[config.mk]
export PLATFORM = sky130hd
export DESIGN_NAME = bin_to_bcd_8421_seq
export DESIGN_NICKNAME = d
export VERILOG_FILES = /design/src/rtl/bin_to_bcd_8421_seq.sv
export SDC_FILE = /design/constraint.sdc
export NUM_CORES = 1
export LEC_CHECK = 0
export CORE_UTILIZATION = 28
export CTS_CLUSTER_DIAMETER = 100
export DETAILED_ROUTE_END_ITERATION = 6
export GPL_TIMING_DRIVEN = 1
export PLACE_DENSITY_LB_ADDON = 0.05
export SYNTH_ARGS = -nofsm -noshare
export SYNTH_HDL_FRONTEND = slang
export SYNTH_SLANG_ARGS = --single-unit
export TNS_END_PERCENT = 30
[constraint.sdc]
create_clock -name clk -period 4.1 [get_ports clk]
set_input_delay 0.82 -clock clk [delete_from_list [all_inputs] [get_ports clk]]
set_output_delay 0.82 -clock clk [all_outputs]
set_load 0.03 [all_outputs]
[src/rtl/bin_to_bcd_8421_seq.sv]
// bin_to_bcd_8421_seq: sequential double-dabble binary to packed 8421 BCD, one bit per clock.
// Define BCD_SAT_EN to add the overflow port and saturate the result to all nines.
module bin_to_bcd_8421_seq #(
  parameter int BIN_W  = 8,
  parameter int DIGITS = 3
) (
  input  logic                  clk,
  input  logic                  rst,
  input  logic                  in_valid,
  output logic                  in_ready,
  input  logic [BIN_W-1:0]      bin_in,
  output logic                  out_valid,
  input  logic                  out_ready,
`ifdef BCD_SAT_EN
  output logic                  overflow,
`endif
  output logic [4*DIGITS-1:0]   bcd_out
);
  localparam int CW = $clog2(BIN_W + 1);
  typedef enum logic [1:0] {IDLE, SHIFT, DONE} state_t;
  state_t               state;
  logic [BIN_W-1:0]     bin_sr;
  logic [4*DIGITS-1:0]  dig, adj, dig_nxt;
  logic [CW-1:0]        count;
  assign in_ready = (state == IDLE);
  for (genvar i = 0; i < DIGITS; i++) begin : g_adj
    assign adj[4*i+:4] = (dig[4*i+:4] >= 4'd5) ? dig[4*i+:4] + 4'd3 : dig[4*i+:4];
  end
`ifdef BCD_SAT_EN
  logic carry, ovf_flag, sat;
  assign {carry, dig_nxt} = {adj, bin_sr[BIN_W-1]};
  assign sat = ovf_flag | carry;
`else
  // The bit leaving the MS digit is worth 10^DIGITS and is simply dropped.
  assign dig_nxt = (4*DIGITS)'({adj, bin_sr[BIN_W-1]});
`endif
  always_ff @(posedge clk or posedge rst) begin
    if (rst) begin
      state     <= IDLE;
      bin_sr    <= '0;
      dig       <= '0;
      count     <= '0;
      bcd_out   <= '0;
      out_valid <= 1'b0;
`ifdef BCD_SAT_EN
      ovf_flag  <= 1'b0;
      overflow  <= 1'b0;
`endif
    end else begin
      case (state)
        IDLE: if (in_valid) begin
          bin_sr   <= bin_in;
          dig      <= '0;
          count    <= CW'(BIN_W);
`ifdef BCD_SAT_EN
          ovf_flag <= 1'b0;
`endif
          state    <= SHIFT;
        end
        SHIFT: begin
          bin_sr <= bin_sr << 1;
          dig    <= dig_nxt;
          count  <= count - CW'(1);
`ifdef BCD_SAT_EN
          ovf_flag <= sat;
`endif
          if (count == CW'(1)) begin
            state     <= DONE;
            out_valid <= 1'b1;
`ifdef BCD_SAT_EN
            bcd_out   <= sat ? {DIGITS{4'h9}} : dig_nxt;
            overflow  <= sat;
`else
            bcd_out   <= dig_nxt;
`endif
          end
        end
        DONE: if (out_ready) begin
          state     <= IDLE;
          out_valid <= 1'b0;
        end
        default: state <= IDLE;
      endcase
    end
  end
endmodule
==> results.ini, run 1 <==
[setup_path]
crit_path_end_kind=output pin
path_buf_inv=1
arrival_ns=1.79
cp.required_ns=3.28
cpPeakStageDelay_ns=0.68
crit_fanout=19
critPathTopFamily=buffers and inverters
cp_cell_sequence=nor2_1 -> clkdlybuf4s50_1
start_kind=register
crit_slowest_cell=clkdlybuf4s50_1
path_class=reg -> out

[logic_synthesis]
avgSynthCellArea_sq_um=10.4
synthDistinctLibCells=29
synth_nets=209
synthCells=189
ys_seq_area_share_pct=49.8
yosysWarnings=0
syn_area_sq_mm=0.00196
synth-seq-cells=39

[sta]
setup_violations=0
hold_viol_final=0
slew_headroom_pct=50.5
finalMaxSlewViolations=0
rsz0062_at_grt=false
skew_ns=0.00663
finalCritPeriodShare_pct=63.6
worstMarginPinSlew_ns=0.741
finalCriticalPeriod_ns=2.61
setup_tns_ns=0
clock.fmax_mhz=384

[clocking]
root_buffer=clkbuf_8
cts-buffers-inserted=5
cts_tree=done
hold_buffers=0
clk_latency_ns=0.29
cts_setup_buffers=0
clock_sinks=39
cts_buffer_depth=2
path_clk_slew_ns=0.08
h-tree-depth=2
cts.repair.resized=0

[cells_and_area]
finalNonFillerCells=294
drive_gt1_share_pct=10.7
areaGrowthSynthToFinish_pct=21.7
num_antenna_cells=0
nNetsFinal=233

[place]
gp_congestion=0.778
placed_cells=286
dp_hpwl_mm=2.86
io_buffers=25

[die]
dieWidth_microns=85.6
design.core.area_sq_mm=0.00676
start_util_pct=29.0
die_h_microns=85.6
die-area_sq_mm=0.00733
row_count=30
io_pins=26

[global_routing]
antenna_found_initial=0
grt_start_max_net_pins=22
grt_pass1_vias=1405
overflow=0
grt.total_usage_pct=13.0
grt_pass1_wl_mm=7.24

[power]
peakVddDrop_uv=280
p_total_mw=1.99
leakagePower_nw=1.07
p_per_area_mw_per_mm2=836

[drt]
route.detailed.drc=0
detail-route-antenna-nets=0
num_vias=1409
routed_wl_mm=4.23
routedWlPerCell_microns=14.4
drt_iter0_drc=69
drt-pass1-iter-count=4
viasPerCell=4.79

[run_status]
run_status=completed

[flow_run]
drv_cap=0

[worst_hold_path]
min_path_type=reg -> reg

[cell families after synthesis]
kind of cell               Yosys count  synth area share (%)
buffers and inverters               20                  4.86
and+or+nand+nor                     47                  13.0
adders and majority gates            8                  5.11
DFF                                 39                  49.8
AOI/OAI and AO/OA                   62                  19.2
muxes                               10                  6.71
xor gates and xnor gates             3                  1.34
[per-stage QoR]
stage / instance area, sq um / hold slack (ns) / utilization [%] / worst slack (ns)
finish: 2380 / 0.482 / 35.3 / 1.49
global route: 2380 / 0.506 / 35.3 / 1.36
CTS: 2380 / 0.489 / 35.3 / 1.45
detailed placement: 2270 / 0.471 / 33.5 / 1.57
global placement: 2270 / 0.465 / 33.5 / 1.63
floorplan: 1960 / 0.466 / - / 2.19
[path summary, 6_finish.rpt]
check / from / endpoint / slack (ns) / depth (start not counted)
setup / recovery: state[0] / in_ready / 1.49 / 2
hold / removal: bcd_out[5] / bcd_out[5] / 0.48 / 2
setup reg to reg: state[0] / bcd_out[3] / 1.93 / 3
hold reg to reg: bcd_out[5] / bcd_out[5] / 0.48 / 2
max in group asynchronous: rst / bin_sr[5] / 2.37 / 3
min in group asynchronous: rst / bcd_out[0] / 0.95 / 2
[placed cells by master, fill, tap and decap left out, drive strengths merged]
cell	instances
a21o	1
a21oi	17
a22o	8
a22oi	7
buf	2
bufinv	1
clkbuf	6
clkdlybuf4s50	25
clkinv	1
dfrtp	39
ha	8
inv	10
mux2	7
mux2i	3
nand2	20
nand2b	6
nand3b	1
nor2	4
nor2b	11
nor3	1
nor3b	4
o21ai	27
o21bai	1
o22ai	1
xnor2	3
[cells in the mapped netlist, drive strengths merged]
cell	n	area share, %
clkbuf	1	0.19
nand3b	1	0.38
nand2	20	4.0
nand2b	6	1.9
a22o	8	3.6
o21bai	1	0.58
nor2b	11	3.9
mux2	7	5.2
buf	9	2.7
nor3b	4	1.8
mux2i	3	1.5
nor2	4	0.77
ha	8	5.1
xnor2	3	1.3
a21o	1	0.38
a22oi	7	2.7
dfrtp	39	50
nor3	1	0.26
inv	10	1.9
o22ai	1	0.32
o21ai	27	6.9
a21oi	17	4.7
[sequential cells by signal, indices dropped and copies added (netlist names)]
name       count
bcd_out       12
dig           12
state          2
bin_sr         8
out_valid      1
count          4
[cell type report]
class	count	area (sq um)
clock buffers	6	82.6
clock inverters	2	35.0
fillers	706	4370
inverters	10	37.5
multi-input cells	130	887
flip-flops and latches	39	976
well taps	80	100
repair buffers	27	265
[worst min-delay path, stage by stage, from the launching register on]
cell and delay (ns):
dfrtp_1 0.35, nand2_1 0.04, o21ai_0 0.06
[report_power, final]
| group | switching [mW] | internal [mW] | total (mW) | leakage, nW |
|---|---|---|---|---|
| Sequential | 0.159 | 0.556 | 0.715 | 0.492 |
| Combinational | 0.505 | 0.434 | 0.939 | 0.514 |
| Clock | 0.140 | 0.197 | 0.337 | 0.0612 |
| Total | 0.805 | 1.19 | 1.99 | 1.07 |
[layer usage]
| metal | up-vias | track usage [%] | wire [microns] | part of all wire [%] |
|---|---|---|---|---|
| li1 | 699 | - | - | - |
| met1 | 683 | 17.6 | 2120 | 50 |
| met2 | 23 | 19.5 | 1940 | 46 |
| met3 | 4 | 3.56 | 129 | 3.0 |
| met4 | 0 | 5.45 | 46 | 1.1 |
| met5 | - | 0 | 0 | 0 |
Power figures use the tool's default switching activity.
==> inputs of run 2 (changes only) <==
==> constraint.sdc (replaced) <==
create_clock -name clk -period 2.2 [get_ports clk]
set_input_delay 0.44 -clock clk [delete_from_list [all_inputs] [get_ports clk]]
set_output_delay 0.44 -clock clk [all_outputs]
set_load 0.03 [all_outputs]
==> run 2 against run 1 <==
Cell count is 1.7% higher; count of clock-buffer cells in the layout unchanged; hold slack better by 0.0066 ns; via count grew 0.64%; total power rose by 88%; clock power grew 84%; die area is the same; global-route usage fell by 1.0 points; design area up 1.6%; combinational power rose by 96%; first-iteration DRC count decreased by 30%; sequential share of layout area down 0.63 points.
==> results.ini, run 2 (synthesis results as in run 1) <==
[setup_path]
start_kind=register
path_class=reg -> out
r2r_cells=5
critPathTopFamily=buffers and inverters
crit_path_end_kind=output pin
crit_slowest_cell=clkdlybuf4s50_1
r2r_start=count[1]
arrival_ns=1.45
cp.required_ns=1.76
cp_cell_sequence=nor2_1 -> clkdlybuf4s50_1
cpPeakStageDelay_ns=0.68
crit_fanout=2
reg2reg_to=bcd_out[6]
path_buf_inv=1
r2r_slack_ns=0.50

[power]
clkPwrFrac_pct=16.6
comb_power_share_pct=49.1
leakagePower_nw=1.09
internal_power_mw=2.26
p_per_area_mw_per_mm2=1550
switching_share_pct=39.8
peakVddDrop_uv=585
seqPwrFrac_pct=34.3
power.net_switching_mw=1.49

[sta]
hold_viol_final=0
worst_slack_ns=0.313
finalCritPeriodShare_pct=85.8
skew_ns=0.00781
rsz0062_at_grt=false
setup_violations=0
worstMarginPinSlew_ns=0.534
setup_tns_ns=0
slew_headroom_pct=64.3
clock.fmax_mhz=530
finalMaxSlewViolations=0
finalCriticalPeriod_ns=1.89

[die]
dieWidth_microns=85.6
die_h_microns=85.6
die-area_sq_mm=0.00733
io_pins=26
start_util_pct=29.0
row_count=30
design.core.area_sq_mm=0.00676

[clocking]
path_clk_slew_ns=0.08
hold_buffers=0
clk_latency_ns=0.29
cts_setup_buffers=0
root_buffer=clkbuf_8
cts_buffer_depth=2
cts_tree=done
clock_sinks=39
h-tree-depth=2
cts.repair.resized=0
cts-buffers-inserted=5

[drt]
detail-route-antenna-nets=0
num_vias=1418
drt-pass1-iter-count=4
met1_length_mm=2.12
route.detailed.drc=0
drt_iter0_drc=48
dr.max_layer_used=met4
routed_wl_mm=4.15
wl_met2_mm=1.90
routedWlPerCell_microns=13.9
route.met3.wl_microns=107
viasPerCell=4.74

[worst_hold_path]
hold_start=bcd_out[8]
holdPathStages=2
holdPathEnd=bcd_out[8]
min_path_type=reg -> reg

[global_routing]
overflow=0
grt.total_usage_pct=12.0
grt_pass1_vias=1376
grt_start_max_net_pins=40
antenna_found_initial=0
grt_pass1_wl_mm=6.76

[flow_run]
drv_cap=0

[cells_and_area]
final_cell_mix=39 x dfrtp_1, 27 x o21ai_0, 25 x clkdlybuf4s50_1
final_common_cell=dfrtp_1
ff_latch_area_sq_um=976
multi_input_area_sq_um=887
drive_gt1_share_pct=12.8
finalNonFillerCells=299
largestRegisters=bcd_out: 12 flops, dig: 12 flops, bin_sr: 8 flops
nNetsFinal=238
num_antenna_cells=0
areaGrowthSynthToFinish_pct=23.6
nFillCells=682

[run_status]
run_status=completed

[place]
dp_hpwl_mm=2.83
io_buffers=25
placed_cells=291
gp_congestion=0.784
dp_slack_ns=0.419

-- run 2: cell types whose count changed in the layout (fill, tap and decap cells not counted), sizes merged --
cell	change
buf	+5
-- run 2: area by class of cell --
cell class	count	area share, %
Tap cell	80	4.13
Clock inverter	2	1.45
Clock buffer	6	3.41
Multi-Input combinational cell	130	36.6
Sequential cell	39	40.3
Inverter	10	1.55
Timing Repair Buffer	32	12.5
-- run 2: power groups by stage --
stage | registers (mW) | clock network, mW | logic [mW]
2_1_floorplan | 1.45 | 0 | 1.13
4_1_cts | 1.29 | 0.651 | 1.86
3_3_place_gp | 1.29 | 0 | 1.83
3_5_place_dp | 1.30 | 0 | 1.86
5_1_grt | 1.34 | 0.682 | 2.02
6_report | 1.29 | 0.621 | 1.84
-- run 2: metal layers --
metal	up-vias	track usage (%)
met2	15	19.3
met5	-	0
met1	694	16.1
met4	0	2.73
li1	707	-
met3	2	3.27
-- run 2: metrics by stage --
stage / area [sq um] / util, % / hold slack (ns) / total power [mW]
after global placement: 2300 / 34.1 / 0.465 / 3.13
after global routing: 2420 / 35.8 / 0.521 / 4.04
final: 2420 / 35.8 / 0.489 / 3.75
after CTS: 2420 / 35.8 / 0.502 / 3.81
after floorplan: 1960 / - / 0.466 / 2.58
after detailed placement: 2300 / 34.1 / 0.483 / 3.16
-- run 2: worst max path at each step --
stage,to,startpoint,cells after the start,slack (ns)
after floorplan,in_ready,state[0],3,0.67
after global placement,bin_sr[1],in_valid,4,0.45
after detailed placement,bin_sr[6],in_valid,4,0.42
after CTS,in_ready,state[0],2,0.28
after global routing,in_ready,state[0],2,0.23
final,in_ready,state[0],2,0.31
-- run 2: worst min-delay path: cells and delay by family, from the launching register on --
kind             cells  cell delay [ns]
flip-flops           1             0.35
AO/OA/AOI/OAI        1             0.06
AND/OR/NAND/NOR      1             0.05
==> inputs of run 3 (changes only) <==
--- a/config.mk
+++ b/config.mk
@@ -5,6 +5,7 @@
 export SDC_FILE = /design/constraint.sdc
 export NUM_CORES = 1
 export LEC_CHECK = 0
+export ABC_AREA = 1
 export CORE_UTILIZATION = 28
 export CTS_CLUSTER_DIAMETER = 100
 export DETAILED_ROUTE_END_ITERATION = 6
==> run 3 against run 2 <==
Combinational power down 8%; sequential cell count stayed put; register-to-register slack improved by 0.35 ns; clock skew down 0.00091 ns; worst setup slack got worse by 0.051 ns; area after synthesis is 1.7% lower; critical path depth stayed put; total power fell by 9.8%; sequential share of layout area up 1.7 points; largest cell class unchanged.
==> results.ini, run 3 <==
[setup_path]
crit_fanout=4
r2r_start=dig[4]
reg2reg_to=bcd_out[8]
r2r_cells=7
worstSetupStartpoint=state[1]
cp.required_ns=1.76
arrival_ns=1.50
r2r_slack_ns=0.85
start_kind=register
path_class=reg -> out
crit_path_end_kind=output pin

[global_routing]
grt_start_max_net_pins=40
grt_pass1_wl_mm=7.20
grt.total_usage_pct=12.9
grt_pass1_vias=1494
antenna_found_initial=0
overflow=0

[cells_and_area]
areaGrowthSynthToFinish_pct=20.7
stdcell_area_sq_mm=0.00232
nNetsFinal=283
final_cell_mix=95 x nand2_1, 39 x dfrtp_1, 28 x nand3_1
largestRegisters=bcd_out: 12 flops, dig: 12 flops, bin_sr: 8 flops
drive_gt1_share_pct=6.49
num_antenna_cells=0
final_common_cell=nand2_1

[die]
io_pins=26
dieWidth_microns=84.9
design.core.area_sq_mm=0.00649
start_util_pct=29.6
die-area_sq_mm=0.00721
row_count=29
die_h_microns=84.9

[logic_synthesis]
synthArstFlopShare_pct=100
synthDistinctLibCells=24
yosysWarnings=0
synth.most_common_cell=nand2_1
ys_seq_area_share_pct=50.7
synth_edf_count=0
synth_nets=253
synth.top_cell.area_share_pct=50.7
synth-seq-cells=39
synth_top_cells_by_area=dfrtp_1 51%, nand2_1 19%, nand3_1 7.3%, ha_1 5.2%, inv_1 4.3%
synthTopCellsByCount=95 x nand2_1, 39 x dfrtp_1, 28 x nand3_1, 22 x inv_1, 11 x o21ai_0
ys.flop_type=dfrtp_1
avgSynthCellArea_sq_um=8.26
yosys.area.top_type=dfrtp_1
syn_area_sq_mm=0.00193
synthCells=233

[sta]
finalCritPeriodShare_pct=88.1
skew_ns=0.00690
hold_viol_final=0
fin_hold_ws_ns=0.475
slew_headroom_pct=64.6
clock.fmax_mhz=516
worstMarginPinSlew_ns=0.531
setup_tns_ns=0
worst_slack_ns=0.262
finalCriticalPeriod_ns=1.94
rsz0062_at_grt=false
finalMaxSlewViolations=0
setup_violations=0

[place]
dp_hpwl_mm=2.72
dp_slack_ns=0.552
gp_congestion=0.787
postPlaceCellArea_sq_mm=0.00225
io_buffers=25

[clocking]
hold_buffers=0
clock_sinks=39
h-tree-depth=2
cts_setup_buffers=0
clk_latency_ns=0.29
root_buffer=clkbuf_8
cts_buffer_depth=2
cts_tree=done
path_clk_slew_ns=0.07
cts-buffers-inserted=5
cts.repair.resized=0

[worst_hold_path]
holdPathStages=2
hold_start=bin_sr[0]
holdPathEnd=bin_sr[0]
min_path_type=reg -> reg

[drt]
routed_wl_mm=4.04
route.detailed.drc=0
drt_iter0_drc=55
viasPerCell=4.39
drt-pass1-iter-count=6
detail-route-antenna-nets=0
num_vias=1488
routedWlPerCell_microns=11.9

[flow_run]
drv_cap=0

[power]
p_total_mw=3.38
p_per_area_mw_per_mm2=1450
peakVddDrop_uv=369
leakagePower_nw=1.16

[run_status]
run_status=completed

==> run 3: changes by cell type in the layout (fill, tap and decap cells not counted), moves of 4 or more <==
cell and change:
a21oi_1 -15, inv_1 +12, nand2_1 +76, a22o_1 -8
a22oi_1 -7, nand3_1 +28, nand4_1 +4, nor2b_1 -10
o21ai_0 -16, mux2_4 -6, nand2b_1 -6, buf_4 -4
==> run 3: layout make-up <==
cell class / count / area, sq um
multi-input combinational: 164 / 810
timing repair buffer: 28 / 273
clock buffer: 6 / 72.6
sequential: 39 / 976
tap: 77 / 96.3
fill: 692 / 4170
inverter: 25 / 96.3
==> run 3: where the power goes <==
| part | internal [mW] | total (mW) | switching, mW |
|---|---|---|---|
| Clock | 0.212 | 0.451 | 0.240 |
| Sequential | 1.03 | 1.24 | 0.205 |
| Combinational | 0.636 | 1.69 | 1.06 |
==> run 3: cell families (layout without fill, tap and decap cells) <==
kind of cell    count (synthesis)  in the layout  share of synthesized area [%]
simple gates                  135            135                           30.5
flops                          39             39                           50.7
fa+ha+maj                       8              8                           5.20
compound gates                 20             20                           5.91
buf+inv                        30             59                           7.28
xor+xnor                        1              1                          0.455
==> run 3: worst max-delay path by stage <==
stage | slack, ns | cells past startpoint | endpoint
3_3_place_gp | 0.55 | 5 | bin_sr[7]
2_1_floorplan | 0.87 | 1 | bcd_out[0]
6_report | 0.26 | 2 | in_ready
4_1_cts | 0.24 | 2 | in_ready
3_5_place_dp | 0.55 | 5 | bin_sr[2]
5_1_grt | 0.19 | 2 | in_ready
==> run 3: layer usage <==
metal	track usage, %	up-vias	part of all wire (%)	routed length (microns)
met3	3.50	4	2.6	105
met4	4.16	0	0.94	38
met1	17.7	663	54	2180
met5	0	-	0	0
li1	-	799	-	-
met2	19.8	22	43	1720
==> run 3: worst max-delay path, stage by stage (launching register included) <==
cell and delay [ns]:
dfrtp_1 0.44, nor2_1 0.11, clkdlybuf4s50_1 0.67
==> run 3: per-stage QoR <==
step	util (%)	instances
floorplan	-	233
global placement	34.7	333
detailed placement	34.7	333
CTS	35.8	339
global route	35.8	339
finish	35.8	339
